===== config.mk =====
export PLATFORM = sky130hd
export DESIGN_NAME = str_to_binary_flat
export DESIGN_NICKNAME = d
export VERILOG_FILES = /design/src/rtl/str_to_binary_if.sv /design/src/rtl/str_to_binary.sv /design/src/flat_wrapper.sv
export SDC_FILE = /design/constraint.sdc
export NUM_CORES = 1
export LEC_CHECK = 0
export BUFFER_PORTS_ARGS = -buffer_cell sky130_fd_sc_hd__buf_2
export CORE_MARGIN = 4
export CORE_UTILIZATION = 50
export DETAILED_ROUTE_END_ITERATION = 6
export PLACE_DENSITY = 0.82
export SLEW_MARGIN = 20
export SYNTH_ARGS = -nofsm -noshare
export SYNTH_HDL_FRONTEND = slang
export SYNTH_SLANG_ARGS = --single-unit

===== constraint.sdc =====
create_clock -name clk -period 4 [get_ports clk]
set_input_delay 0.4 -clock clk [delete_from_list [all_inputs] [get_ports clk]]
set_output_delay 0.4 -clock clk [all_outputs]
set_load 0.02 [all_outputs]

===== src/rtl/str_to_binary_if.sv =====
// Character-stream in / parsed-result out bundle for the decimal string parser.
// The slave side is the parser; the master side produces characters and consumes results.
interface str_to_binary_if #(
    parameter int WIDTH = 14
);
    logic             in_valid;
    logic             in_ready;
    logic [7:0]       in_char;
    logic             in_last;
    logic             out_valid;
    logic             out_ready;
    logic [WIDTH-1:0] out_value;
    logic             out_err;
    logic             out_ovf;
    logic [2:0]       out_ndigits;

    modport slave (
        input  in_valid, in_char, in_last, out_ready,
        output in_ready, out_valid, out_value, out_err, out_ovf, out_ndigits
    );

    modport master (
        output in_valid, in_char, in_last, out_ready,
        input  in_ready, out_valid, out_value, out_err, out_ovf, out_ndigits
    );
endinterface


===== src/rtl/str_to_binary.sv =====
// Parses an ASCII decimal string (MSD first, one char per beat) into an unsigned
// WIDTH-bit value, flagging non-digits, empty strings and overflow.
module str_to_binary #(
    parameter int WIDTH = 14
) (
    input  logic                 clk,
    input  logic                 rst_n,
    str_to_binary_if.slave       bus
);
    localparam int               AW   = WIDTH + 4;
    localparam logic [WIDTH-1:0] MAXV = '1;

    typedef enum logic {ACC, HOLD} state_t;

    state_t           r_state;
    state_t           w_state_nxt;
    logic [WIDTH-1:0] r_acc;
    logic [2:0]       r_ndig;
    logic             r_err;
    logic             r_ovf;

    logic             w_accept;
    logic             w_done;
    logic             w_is_digit;
    logic [AW-1:0]    w_prod;
    logic [WIDTH-1:0] w_acc_upd;
    logic [2:0]       w_ndig_upd;
    logic             w_err_upd;
    logic             w_ovf_upd;

    function automatic logic [WIDTH-1:0] sat_acc(input logic [AW-1:0] v);
        if (v > {4'b0000, MAXV}) return MAXV;
        return v[WIDTH-1:0];
    endfunction

    function automatic logic [2:0] sat_ndig(input logic [2:0] n);
        return (n == 3'd7) ? 3'd7 : n + 3'd1;
    endfunction

    assign w_accept   = bus.in_valid && (r_state == ACC);
    assign w_done     = bus.out_ready && (r_state == HOLD);
    assign w_is_digit = (bus.in_char >= 8'h30) && (bus.in_char <= 8'h39);
    // For '0'..'9' the low nibble of the ASCII code is the digit value.
    assign w_prod     = {4'b0000, r_acc} * AW'(10) + {{(AW-4){1'b0}}, bus.in_char[3:0]};

    always_comb begin
        w_acc_upd  = r_acc;
        w_ndig_upd = r_ndig;
        w_err_upd  = r_err;
        w_ovf_upd  = r_ovf;
        if (w_is_digit) begin
            w_acc_upd  = sat_acc(w_prod);
            w_ndig_upd = sat_ndig(r_ndig);
            w_ovf_upd  = r_ovf || (w_prod > {4'b0000, MAXV});
        end else begin
            w_err_upd  = 1'b1;
        end
        // A string that ends without any digit is an error even if all chars were legal.
        if (bus.in_last && (w_ndig_upd == 3'd0)) w_err_upd = 1'b1;
    end

    always_comb begin
        w_state_nxt = r_state;
        case (r_state)
            ACC:     if (w_accept && bus.in_last) w_state_nxt = HOLD;
            HOLD:    if (w_done)                  w_state_nxt = ACC;
            default: w_state_nxt = ACC;
        endcase
    end

    always_ff @(posedge clk) begin
        if (!rst_n) begin
            r_state <= ACC;
            r_acc   <= '0;
            r_ndig  <= '0;
            r_err   <= 1'b0;
            r_ovf   <= 1'b0;
        end else begin
            r_state <= w_state_nxt;
            if (w_accept) begin
                r_acc  <= w_acc_upd;
                r_ndig <= w_ndig_upd;
                r_err  <= w_err_upd;
                r_ovf  <= w_ovf_upd;
            end else if (w_done) begin
                r_acc  <= '0;
                r_ndig <= '0;
                r_err  <= 1'b0;
                r_ovf  <= 1'b0;
            end
        end
    end

    assign bus.in_ready    = (r_state == ACC);
    assign bus.out_valid   = (r_state == HOLD);
    assign bus.out_value   = r_acc;
    assign bus.out_err     = r_err;
    assign bus.out_ovf     = r_ovf;
    assign bus.out_ndigits = r_ndig;
endmodule


===== src/flat_wrapper.sv =====
// flat-port wrapper written by rule: the top's interface ports become plain ports
module str_to_binary_flat 
#(
    parameter int WIDTH = 14
)
  (clk, rst_n, bus_in_valid, bus_in_char, bus_in_last, bus_out_ready, bus_in_ready, bus_out_valid, bus_out_value, bus_out_err, bus_out_ovf, bus_out_ndigits);
  str_to_binary_if #(.WIDTH(WIDTH)) bus_i ();
  input  logic clk;
  input  logic rst_n;
  input wire logic [$bits(bus_i.in_valid)-1:0] bus_in_valid;
  input wire logic [$bits(bus_i.in_char)-1:0] bus_in_char;
  input wire logic [$bits(bus_i.in_last)-1:0] bus_in_last;
  input wire logic [$bits(bus_i.out_ready)-1:0] bus_out_ready;
  output wire logic [$bits(bus_i.in_ready)-1:0] bus_in_ready;
  output wire logic [$bits(bus_i.out_valid)-1:0] bus_out_valid;
  output wire logic [$bits(bus_i.out_value)-1:0] bus_out_value;
  output wire logic [$bits(bus_i.out_err)-1:0] bus_out_err;
  output wire logic [$bits(bus_i.out_ovf)-1:0] bus_out_ovf;
  output wire logic [$bits(bus_i.out_ndigits)-1:0] bus_out_ndigits;
  assign bus_i.in_valid = bus_in_valid;
  assign bus_i.in_char = bus_in_char;
  assign bus_i.in_last = bus_in_last;
  assign bus_i.out_ready = bus_out_ready;
  assign bus_in_ready = bus_i.in_ready;
  assign bus_out_valid = bus_i.out_valid;
  assign bus_out_value = bus_i.out_value;
  assign bus_out_err = bus_i.out_err;
  assign bus_out_ovf = bus_i.out_ovf;
  assign bus_out_ndigits = bus_i.out_ndigits;
  str_to_binary #(.WIDTH(WIDTH)) u_core (.clk(clk), .rst_n(rst_n), .bus(bus_i));
endmodule

Word-level counts from Yosys, hierarchy flattened
Index checks and enable logic that the tools add are counted.
W data, S select, Z words.
Word-level totals
  register bits after elaboration: 20
  input port bits: 13
  output and inout bits: 21
  word-level logic and storage cells: 45
Cells by class
  add/subtract/negate cells: 2
  $mul: 1
  $lt $le $gt $ge: 3
  eq/ne operators: 3
  multiplexer cells: 20
  bitwise gates (word level): 1
  reductions and logical operators: 10
Operator list (number)
  $mux W14: 5
  $add A18 B4 Y18: 1
  $gt A18 B14 Y1 const B: 1
  $mul A14 B3 Y17 const B: 1
  $mux W3: 4
  $mux W1: 10
  $ge A8 B6 Y1 const B: 1
  $le A8 B6 Y1 const B: 1
  $logic_and A1 B1 Y1: 5
  $reduce_and A2 Y1: 2
  $add A3 B1 Y3 const B: 1
  $eq A3 B3 Y1 const B: 1
  $logic_not A3 Y1: 1
  $ne A3 B3 Y1 const B: 1
  $ne A2 B2 Y1 const B: 1
  $pmux W1 S2: 1
  $reduce_bool A2 Y1: 1
  $logic_or A1 B1 Y1: 1
  $not A1 Y1: 1

Longest topological paths before layout
Gate-level depths: netlist of run 1.
  word-level depth: 8
  mapped depth: 11
  depth with buffers taken out: 10

Worst setup path after synthesis of run 1
OpenSTA, ideal clock, no wires.
  path kind: reg-to-reg
  start point: reg u_core.r_acc[1] (netlist: u_core.bus.out_value[1])
  end point: reg u_core.r_acc[13] (netlist: u_core.bus.out_value[13])
  setup time: 0.132 ns
  arrival: 3.415 ns
  required time: 3.868 ns
  slack: 0.454 ns
  stages on the path, launching flop included: 12
  path buffers: 1
  period minus slack after synthesis: 3.546 ns
  cells stage by stage: dfxtp_1 > ha_1 > ha_1 > fa_1 > a21o_2 > a221o_2 > xor2_1 > nand4_1 > a2111oi_4 > mux2i_2 > buf_6 > a311oi_2
On the way
  longest elaborated chain between the ends: 8
RTL lines
  from (decl): RTL line str_to_binary.sv:17  | logic [WIDTH-1:0] r_acc;
  from (signal assigned): RTL line str_to_binary.sv:81  | r_acc <= w_acc_upd;
  $mul A14 B3 Y17 (*): RTL line str_to_binary.sv:44  | assign w_prod = {4'b0000, r_acc} * AW'(10) + {{(AW-4){1'b0}}, bus.in_char[3:0]};
  $add A18 B4 Y18 (*): RTL line str_to_binary.sv:44
  $gt A18 B14 Y1: RTL line str_to_binary.sv:32  | if (v > {4'b0000, MAXV}) return MAXV;
  $mux W1: RTL line str_to_binary.sv:32
  $mux W1: RTL line str_to_binary.sv:51  | if (w_is_digit) begin
  $mux W14 (*): RTL line str_to_binary.sv:33  | return v[WIDTH-1:0];
  $mux W14 (*): RTL line str_to_binary.sv:51
  $mux W14 (*): RTL line str_to_binary.sv:80  | if (w_accept) begin
Mark *: on every way between the ends. The rest lies on a longest branch, timed or not. The select of a mux whose other input is x is not followed.
A chain may end at the register's enable or synchronous reset.

Final worst setup path of run 1
  start point: reg u_core.r_acc[1] (netlist: u_core.bus.out_value[1])
  end point: reg u_core.r_acc[12] (netlist: u_core.bus.out_value[12])
The elaborated chain is that of the path after synthesis.

==> results of run 1 <==
-- through the flow --
stage                      util  area [um^2]  hold WS, ps  setup WS [ps]  std cells
final                     0.597         2250          415            358        306
after global routing      0.597         2250          429            163        306
after global placement    0.582         2200          470            529        302
after detailed placement  0.582         2200          475            376        302
after floorplan               -         2000          547            454        227
after CTS                 0.597         2250          412            350        306
-- routing by layer --
metal | vias up | wire [um] | track usage
li1 | 934 | - | -
met1 | 857 | 2090 | 0.251
met2 | 40 | 2250 | 0.326
met3 | 4 | 172 | 0.0210
met4 | 0 | 37 | 0.0313
met5 | - | 0 | 0
-- report_power, final --
group          switching [mW]  leakage, nW  total, mW  internal (mW)
Clock                  0.0627       0.0288      0.150         0.0875
Sequential            0.00394        0.162      0.207          0.203
Combinational          0.0421        0.852     0.0663         0.0242
Total                   0.109         1.04      0.423          0.314
-- layout by cell type (no fill, tap or decap), drive strengths merged, types with 2 or more instances in the layout --
cell type  instances
ha                28
and3               4
a311oi            13
nand2             13
nor2              16
o211ai             2
and2               3
a21o               5
a211oi             7
nand4              6
nor2b              2
nor3               4
xor2               9
nand2b             2
nand3             13
a211o              2
a21oi             26
mux2i              2
buf               36
xnor2              7
nand3b             2
o21ai              9
dfxtp             20
a2111oi            3
fa                 2
inv                4
clkbuf             4
-- cell type report --
class / instances / area (um^2)
multi-input cells: 193 / 1530
fillers: 339 / 1520
flip-flops and latches: 20 / 400
repair buffers: 36 / 188
well taps: 48 / 60.1
clock buffers: 4 / 55.1
inverters: 5 / 18.8
-- worst max-delay path: stages, from the launching register on --
cell,delay (ps)
dfxtp_1,430
ha_1,270
ha_1,230
fa_1,450
a21o_2,240
a221o_2,400
xor2_1,270
nand4_1,240
a2111oi_4,300
mux2i_2,260
buf_4,270
a311oi_2,130
-- cell usage after synthesis (2+ instances only) --
master	n	area [um^2]
o211ai_1	2	15.0
dfxtp_1	20	400
a211o_1	2	17.5
a311oi_2	8	120
a311oi_1	5	43.8
nand3_1	12	60.1
clkbuf_1	2	7.51
nand3b_1	2	15.0
and3_1	4	25.0
a211oi_2	3	37.5
buf_2	3	15.0
and2_1	3	18.8
nor2b_1	2	12.5
ha_1	28	350
nand2_1	13	48.8
xor2_1	9	78.8
nor3_1	4	20.0
o21ai_0	9	45.0
a21o_1	4	30.0
buf_4	3	22.5
a211oi_1	4	30.0
a21oi_1	25	125
a2111oi_0	2	17.5
nor2_1	16	60.1
xnor2_1	7	61.3
fa_1	2	40.0
nand2b_1	2	12.5
nand4_1	6	37.5
inv_1	4	15.0
-- registers in the layout (all words and copies together), names as in the netlist --
| name | cells |
|---|---|
| u_core.bus.out_ndigits | 3 |
| u_core.bus.out_ovf | 1 |
| u_core.bus.out_valid | 1 |
| u_core.bus.out_value | 14 |
| u_core.bus.out_err | 1 |
-- how the worst max path moves through the flow --
stage	endpoint	start	cells past startpoint	slack (ps)
3_3_place_gp	u_core.bus.out_value[3]$_SDFFE_PN0P_	u_core.bus.out_value[1]$_SDFFE_PN0P_	11	530
4_1_cts	u_core.bus.out_value[12]$_SDFFE_PN0P_	u_core.bus.out_value[1]$_SDFFE_PN0P_	11	350
2_1_floorplan	u_core.bus.out_value[13]$_SDFFE_PN0P_	u_core.bus.out_value[1]$_SDFFE_PN0P_	11	450
6_report	u_core.bus.out_value[12]$_SDFFE_PN0P_	u_core.bus.out_value[1]$_SDFFE_PN0P_	11	360
3_5_place_dp	u_core.bus.out_value[5]$_SDFFE_PN0P_	u_core.bus.out_value[1]$_SDFFE_PN0P_	11	380
5_1_grt	u_core.bus.out_value[12]$_SDFFE_PN0P_	u_core.bus.out_value[1]$_SDFFE_PN0P_	11	160
-- kinds of logic (layout without fill, tap and decap cells) --
| logic type | after synthesis | count (layout) | synth area share |
|---|---|---|---|
| compound gates | 75 | 75 | 0.301 |
| xor+xnor | 16 | 16 | 0.0700 |
| fa+ha+maj | 30 | 30 | 0.195 |
| buf+inv | 14 | 45 | 0.0375 |
| flops | 20 | 20 | 0.200 |
| mux | 3 | 3 | 0.0194 |
| simple gates | 69 | 69 | 0.177 |
==> flow_summary.toml, run 1 <==
[grt]
grt_pass1_wl_um = 7920
grt_usage = 0.187
grt_pass1_vias = 1699
overflow = 0
grt_start_max_net_pins = 29
antenna_found_initial = 0

[sta]
max_slew_margin = 0.588
fmax_ghz = 0.275
setup_violations = 0
hold_violations = 0
maxSlewViolCount = 0
rsz0062_at_grt = "false"
finalCritPeriodShare = 0.910
worstMarginPinSlew_ps = 614
setup_tns_ps = 0
final.min_clock_period_ps = 3640
clock_skew_ps = 2.38

[floorplanning]
io_pins = 34
initial_utilization = 0.531
chipWidth_um = 71.3
die_area_mm2 = 0.00508
rows = 22
die_y_um = 71.3
core_mm2 = 0.00377

[setup_path]
cp_max_fo = 15
rrSetupSlack_ps = 360
timing.rr.end = "u_core.bus.out_value[12]$_SDFFE_PN0P_"
reg2reg_from = "u_core.bus.out_value[1]$_SDFFE_PN0P_"
crit_required_ps = 4120
crit_type = "reg2reg"
cp-start-kind = "flip-flop"
end_kind = "flip-flop"
cp.arrival_ps = 3770
reg2regPathDepth = 11

[placed_design]
place_congestion = 0.880
port_buffers = 33
dp_hpwl_um = 3640

[cts]
cts-root-buf = "clkbuf_8"
clockBufferDepth = 2
path_clk_slew_ps = 70
cts_buffers = 3
cts_tree = "done"
clock_sinks = 20
clk_latency_ps = 250
ctsResizeCount = 0
post_cts_buffers = 0
cts_hold_buf = 0
htreeDepth = 1

[logic_synthesis]
synth_seq_cells = 20
syn-cell-area_mm2 = 0.00200
synth_ff_type = "dfxtp_1"
synth_warnings = 0
yosysUniqueCellTypes = 50
synth_edf_count = 0
synth.avg_cell_area_um2 = 8.82
syn-num-nets = 270
syn_inst = 227
async_reset_ff_frac = 0
synth_seq_area_share = 0.200

[routing]
firstDrtPassIters = 4
drt-wirelength-per-cell_um = 14.9
drc_errors = 0
wl_um = 4550
viasPerCell = 6.00
ant_nets = 0
vias = 1835
drtIter0Drc = 113

[power]
power-per-cell-area_mw_per_mm2 = 188
vdd_drop_max_uv = 128
power_leakage_nw = 1.04
p_total_mw = 0.423

[cells_and_area]
n_antenna_cell = 0
drive_gt1_frac = 0.236
nets = 302
syn_to_final_growth_pct = 12.4

[min_path]
whs_endpoint = "u_core.bus.out_valid$_SDFF_PN0_"
holdCritStartpoint = "bus_in_valid"
hold_depth = 3
min_path_type = "in2reg"

[run_status]
status = "completed"

[flow_run]
maxCapViolCount = 0
No activity file was read; power rests on OpenSTA's default activity.
==> inputs of run 2 (changes only) <==
Settings changed: PLACE_DENSITY 0.82 to not set, PLACE_DENSITY_LB_ADDON set to 0.15, SKIP_CTS_REPAIR_TIMING set to 1.
Clock period 4 ns to 3.5 ns, I/O delays scaled along.
==> run 2 against run 1 <==
  * Design area rose by 6.8%
  * Global-route usage stayed put
  * Clock-buffer cell count decreased by 1
  * First-iteration DRC count up 12%
  * Register-to-register slack worse by 260 ps
  * Clock power about the same
  * Sequential cell count unchanged
  * Non-clock buffer count up 12
  * Maximum frequency is 7.1% higher
  * Clock skew is 4.2 ps higher
  * Power up 12%
  * Worst hold slack worse by 49 ps
  * Highest routed layer unchanged
==> flow_summary.toml, run 2 (synthesis gave the netlist of run 1 again) <==
[run_status]
status = "completed"

[floorplanning]
die_area_mm2 = 0.00508
core_mm2 = 0.00377
die_y_um = 71.3
rows = 22
io_pins = 34
initial_utilization = 0.531
chipWidth_um = 71.3

[sta]
setup_violations = 0
max_slew_margin = 0.597
worstMarginPinSlew_ps = 602
clock_skew_ps = 6.55
final.min_clock_period_ps = 3400
setup_slack_ps = 98.5
fmax_ghz = 0.294
hold_violations = 0
finalCritPeriodShare = 0.972
maxSlewViolCount = 0

[routing]
drt-wirelength-per-cell_um = 15.5
drtIter0Drc = 126
ant_nets = 0
drc_errors = 0
vias = 1876
firstDrtPassIters = 4
wl_um = 4930
viasPerCell = 5.92

[cells_and_area]
drive_gt1_frac = 0.301
final_cell_mix = "buf_2 (33), a21oi_1 (25), ha_1 (25), dfxtp_1 (17), nor2_1 (15)"
instances_no_fill = 317
syn_to_final_growth_pct = 20.1
multi_input_area_mm2 = 0.00157
nets = 314
seqCellArea_um2 = 407
n_antenna_cell = 0
fillers = 335
largest_reg_flops = 14
layout.cells.most_common = "buf_2"

[cts]
clockBufferDepth = 2
htreeDepth = 1
cts_buffers = 3
clk_latency_ps = 260
path_clk_slew_ps = 80
clock_sinks = 20
cts_tree = "done"
cts-root-buf = "clkbuf_8"

[setup_path]
rrSetupSlack_ps = 100
crit_type = "reg2reg"
crit_required_ps = 3630
cp-start-kind = "flip-flop"
cp.arrival_ps = 3530
timing.rr.end = "u_core.bus.out_value[13]$_SDFFE_PN0P_"
cp_max_fo = 7
reg2reg_from = "u_core.bus.out_value[2]$_SDFFE_PN0P_"
end_kind = "flip-flop"
reg2regPathDepth = 11

[min_path]
hold_depth = 3
min_path_type = "in2reg"
whs_endpoint = "u_core.bus.out_valid$_SDFF_PN0_"
holdCritStartpoint = "bus_in_valid"

[placed_design]
dp_hpwl_um = 3670
dp_slack_ps = 160
post-place-cells = 308
place_congestion = 0.861
port_buffers = 33

[grt]
overflow = 0
grt_pass1_vias = 1646
grt_pass1_wl_um = 7920
grt_usage = 0.187
antenna_found_initial = 0
grt_start_max_net_pins = 18

[power]
power_leakage_nw = 1.10
vdd_drop_max_uv = 108
power-per-cell-area_mw_per_mm2 = 197

[flow_run]
maxCapViolCount = 0
run 2: how the worst max path moves through the flow:
stage | startpoint | to | slack, ps | depth (start not counted)
after detailed placement | u_core.bus.out_value[1]$_SDFFE_PN0P_ | u_core.bus.out_ovf$_SDFFE_PN0P_ | 160 | 11
after global routing | u_core.bus.out_value[2]$_SDFFE_PN0P_ | u_core.bus.out_value[13]$_SDFFE_PN0P_ | -50 | 11
after floorplan | u_core.bus.out_value[3]$_SDFFE_PN0P_ | u_core.bus.out_value[13]$_SDFFE_PN0P_ | 5 | 11
final | u_core.bus.out_value[2]$_SDFFE_PN0P_ | u_core.bus.out_value[13]$_SDFFE_PN0P_ | 100 | 11
after CTS | u_core.bus.out_value[1]$_SDFFE_PN0P_ | u_core.bus.out_ovf$_SDFFE_PN0P_ | 140 | 11
after global placement | u_core.bus.out_value[1]$_SDFFE_PN0P_ | u_core.bus.out_ovf$_SDFFE_PN0P_ | 180 | 11
run 2: area by class of cell:
class                   instances  area share
multi-input cells             193       0.653
flip-flops and latches         20       0.169
repair buffers                 48       0.128
well taps                      48      0.0250
clock buffers                   3      0.0172
inverters                       5     0.00781
run 2: report_power, final:
part | switching (mW) | leakage, nW | internal [mW]
Sequential | 0.00449 | 0.164 | 0.231
Clock | 0.0747 | 0.0216 | 0.0767
Combinational | 0.0514 | 0.919 | 0.0351
run 2: worst max-delay path, cell delays in order (launching register included):
cell and delay (ps):
dfxtp_1 350, ha_1 370, fa_2 400, a21o_2 220, a221o_2 410, buf_4 170
nor4_2 160, a311oi_2 110, a2111oi_4 340, mux2i_2 410, clkbuf_16 240, a311oi_2 80
run 2: layer usage:
metal	share of wire	up-vias	wire, um	GRT usage
li1	-	962	-	-
met1	0.48	863	2380	0.278
met2	0.46	42	2270	0.273
met3	0.042	9	209	0.0323
met4	0.013	0	65	0.0543
met5	0	-	0	0
run 2: stage by stage:
stage	hold WS [ps]	power [mW]	util	cell area (um^2)	TNS [ps]
3_3_place_gp	464	0.319	0.598	2250	0
3_5_place_dp	476	0.321	0.598	2250	0
5_1_grt	376	0.497	0.637	2400	-343
6_report	366	0.473	0.637	2400	0
4_1_cts	363	0.464	0.609	2300	0
2_1_floorplan	497	0.295	-	2000	0
